**src/rtl/rr_arbiter_4.sv**
```systemverilog
// Round-robin arbiter for 4 requesters with a bounded hold time per grant.
// Grant, encoded index and valid flag are all registered.
module rr_arbiter_4 #(
  parameter int HOLD_MAX = 8
) (
  input  logic       clk,
  input  logic       rst,
  input  logic [3:0] req,
  output logic [3:0] gnt,
  output logic [1:0] gnt_idx,
  output logic       gnt_valid
);

  localparam int CW = (HOLD_MAX > 1) ? $clog2(HOLD_MAX) : 1;
  localparam logic [CW-1:0] HOLD_LAST = CW'(HOLD_MAX - 1);

  typedef enum logic {IDLE, GRANT} state_t;

  state_t        state;
  logic [1:0]    ptr;
  logic [CW-1:0] hold_cnt;

  // First requester found scanning from start upward, wrapping mod 4.
  function automatic logic [2:0] arbitrate(input logic [3:0] r, input logic [1:0] start);
    logic [1:0] idx;
    logic       found;
    logic [1:0] win;
    found = 1'b0;
    win   = 2'd0;
    for (int k = 0; k < 4; k++) begin
      idx = start + 2'(k);
      if (!found && r[idx]) begin
        found = 1'b1;
        win   = idx;
      end
    end
    return {found, win};
  endfunction

  logic [2:0] arb_idle;
  logic [1:0] rel_ptr;
  logic [2:0] arb_rel;
  logic       keep;

  always_comb begin
    arb_idle = arbitrate(req, ptr);
    rel_ptr  = gnt_idx + 2'd1;
    arb_rel  = arbitrate(req, rel_ptr);
    keep     = req[gnt_idx] && (hold_cnt != HOLD_LAST);
  end

  always_ff @(posedge clk) begin
    if (rst) begin
      state     <= IDLE;
      ptr       <= 2'd0;
      hold_cnt  <= '0;
      gnt       <= 4'b0000;
      gnt_idx   <= 2'd0;
      gnt_valid <= 1'b0;
    end else begin
      case (state)
        IDLE: begin
          if (arb_idle[2]) begin
            gnt       <= 4'b0001 << arb_idle[1:0];
            gnt_idx   <= arb_idle[1:0];
            gnt_valid <= 1'b1;
            hold_cnt  <= '0;
            state     <= GRANT;
          end
        end
        GRANT: begin
          if (keep) begin
            hold_cnt <= hold_cnt + 1'b1;
          end else begin
            // Release: the old holder becomes lowest priority, re-arbitrate with no bubble.
            ptr      <= rel_ptr;
            hold_cnt <= '0;
            if (arb_rel[2]) begin
              gnt       <= 4'b0001 << arb_rel[1:0];
              gnt_idx   <= arb_rel[1:0];
              gnt_valid <= 1'b1;
            end else begin
              gnt       <= 4'b0000;
              gnt_idx   <= 2'd0;
              gnt_valid <= 1'b0;
              state     <= IDLE;
            end
          end
        end
        default: state <= IDLE;
      endcase
    end
  end

endmodule

```
**config.mk**
```make
export PLATFORM = sky130hd
export DESIGN_NAME = rr_arbiter_4
export DESIGN_NICKNAME = d
export VERILOG_FILES = /design/src/rtl/rr_arbiter_4.sv
export SDC_FILE = /design/constraint.sdc
export NUM_CORES = 1
export LEC_CHECK = 0
export ABC_AREA = 1
export CAP_MARGIN = 20
export CORE_UTILIZATION = 49
export CTS_CLUSTER_SIZE = 14
export DETAILED_ROUTE_END_ITERATION = 16
export HOLD_SLACK_MARGIN = 0.03
export PLACE_DENSITY_LB_ADDON = 0.05
export SETUP_SLACK_MARGIN = 0.5
export SLEW_MARGIN = 30
export SYNTH_ARGS = -nofsm -noshare
export SYNTH_HDL_FRONTEND = slang
export SYNTH_SLANG_ARGS = --single-unit
```
**constraint.sdc**
```tcl
create_clock -name clk -period 1.6 [get_ports clk]
set_input_delay 0.16 -clock clk [delete_from_list [all_inputs] [get_ports clk]]
set_output_delay 0.16 -clock clk [all_outputs]
set_load 0.05 [all_outputs]
```
==> flow_summary.yaml <==
outcome:
  outcome: "finished with violations"
  failed_checks: "negative setup slack"
clock_tree:
  clk_latency_ps: 280
  htreeDepth: 1
  cts.sinks: 13
  clkTransAtPathRegs_ps: 80
  cts_tree: "yes"
  holdBufCountCts: 0
  cts_max_path_buffers: 2
  cts.root.buffer_cell: "clkbuf_4"
  cts_bufs_inserted: 3
placed_design:
  gp_congestion: 0.859
  hpwl_mm: 2.23
  dp_slack_ps: -304
  placedCellCount: 240
  port-buffer-count: 12
  dpl_cell_area_um2: 1340
finish:
  area.growth.synth_to_final_pct: 54.6
  post-route-util_pct: 82.7
  multi_input_comb_area_um2: 942
  drive_above_1_share_pct: 48.6
  number_of_antenna_repair_diodes: 0
  mostFrequentLayoutCells: "nand2_1, nand2_2, buf_4, inv_1, nand2_4"
  instances_no_fill: 249
  final_nets: 231
  layout_commonest_cell: "nand2_1"
  design_area_um2: 1670
  num-fill-cells: 132
  seq_area_um2: 273
power_and_ir_drop:
  peak_supply_drop_mv: 1.21
  leakagePower_nw: 0.880
  power_density_normalized_to_cell_area_nw_per_um2: 2080
  finalPower_mw: 3.47
timing:
  worstMarginPinSlew_ps: 388
  max-slew-margin-rel_pct: 74.1
  unrepaired_setup_endpoints_after_global_routing: "true"
  setup_slack_ps: -20.6
  min_period_ps: 1620
  maxClockFrequency_mhz: 617
  clock_skew_ps: 0.991
  setup-tns-final_ps: -38.0
  timing.final.crit_share_pct: 101
  holdWs_ps: 474
  setup-violations-final: 2
  final_hold_viol_count: 0
  timing_max_transition_violations_final: 0
floorplanning:
  dieArea_um2: 2400
  start_util_pct: 53.5
  rows: 16
  placeableCoreArea_um2: 2020
  die_h_um: 49.0
  num_io_pins: 13
  fp.dieW_um: 49.0
grt:
  antenna_found_initial: 0
  overflow: 0
  grt_pass1_wl_mm: 5.60
  global_route.usage.total_pct: 30.1
  grt_start_max_net_pins: 11
  vias_in_the_first_global_route: 1319
setup_path:
  cpPeakStageDelay_ps: 410
  crit_path_cell_trace: "buf_12 > nand2_2 > nand3_1 > nand2_1 > nand2_2 > nand2_2 > buf_4 > o21ai_0 > a21oi_1"
  worst-endpoint-required_ps: 1770
  worstReg2RegStart: "gnt_idx[0]"
  cp-end-kind: "register"
  cp_arrival_ps: 1790
  worst_path_most_repeated_cell: "nand2_2"
  startpoint_type: "register"
  timing_worst_setup_path_type: "reg2reg"
  launching_element_of_the_worst_setup_path: "gnt_idx[0]"
  cp.buffers_inverters: 2
  critical_path.slowest_cell: "dfxtp_4"
  crit_fanout: 6
  critPathTopFamily: "simple AND/OR/NAND/NOR gates"
synth:
  synth_sequential_area_ratio_pct: 24.1
  synth_area_per_cell_um2: 5.69
  postSynthRegisterBits: 13
  synth_cells: 190
  synthDistinctLibCells: 21
  yosys_warnings: 0
  synthesis.nets: 198
  cell_area_after_synthesis_um2: 1080
detailed_routing:
  drt_wl_cell_um: 14.5
  drc: 0
  antenna_violating_nets_post_route: 0
  postRouteWirelength_mm: 3.60
  num_vias: 1416
  drt_iter0_markers: 51
  via_per_inst: 5.69
  drt-pass1-iter-count: 4
flow_run:
  count_of_maximum_capacitance_violations: 0
worst_hold_path:
  min-delay-start: "hold_cnt[0]"
  worst_hold_path_type: "reg2reg"
-- cell usage after synthesis --
cell type  instances  area, um^2
a21boi_0           1        7.51
nand4_1            2        12.5
nand2_1           69         259
a21oi_1           11        55.1
nand3_4            1        17.5
nand3b_1           1        7.51
o21ai_0            9        45.0
a31oi_1            1        6.26
nor2_4             1        11.3
nor2_1            12        45.0
dfxtp_1           13         260
nor2_2             1        6.26
nand2_2           12        75.1
inv_2              4        15.0
buf_6              1        11.3
o21ai_1            1        5.00
ha_1               2        25.0
o211ai_1           1        7.51
buf_4              2        15.0
inv_1             25        93.8
nand3_1           20         100
-- timing repair --
item	4_1_cts	5_1_grt
endpoints found under the setup margin	14	15
pin swaps	20	23
cloned	1	0
hold endpoints to repair	0	0
buffers inserted	2	2
resized for setup	37	47
-- cells by family (layout without fill, tap and decap cells) --
logic type	Yosys count	in the layout	synth area share, %
simple gates	119	120	49.4
buf+inv	32	63	12.5
compound gates	24	24	11.7
flops	13	13	24.1
fa+ha+maj	2	2	2.31
-- layout make-up --
type / count / share of cell area [%]
Clock buffer: 4 / 1.57
Timing Repair Buffer: 30 / 16.5
Inverter: 29 / 7.26
Sequential cell: 13 / 16.3
Tap cell: 27 / 2.02
Multi-Input combinational cell: 146 / 56.4
-- layer usage --
metal / track usage, % / vias to the layer above / routed length [um]
met5: 0 / - / 0
met4: 9.31 / 0 / 89
met3: 5.61 / 12 / 201
met2: 54.2 / 65 / 1870
met1: 35.8 / 669 / 1440
li1: - / 670 / -
-- path summary, 6_finish.rpt --
check                end  slack (ps)  cells past startpoint
min          hold_cnt[0]         470                      1
max               ptr[0]         -20                      9
max reg2reg       ptr[0]         -20                      9
min reg2reg  hold_cnt[0]         470                      1
-- power breakdown --
part | total, mW | switching (mW) | internal (mW)
Sequential | 0.580 | 0.139 | 0.441
Clock | 0.209 | 0.112 | 0.0969
Combinational | 2.68 | 1.68 | 1.00
Total | 3.47 | 1.93 | 1.54
-- registers in the layout (all words and copies together), names as in the netlist --
name,flops
state,1
ptr,2
gnt,4
gnt_valid,1
hold_cnt,3
gnt_idx,2
(Power assumes the default switching activity.)
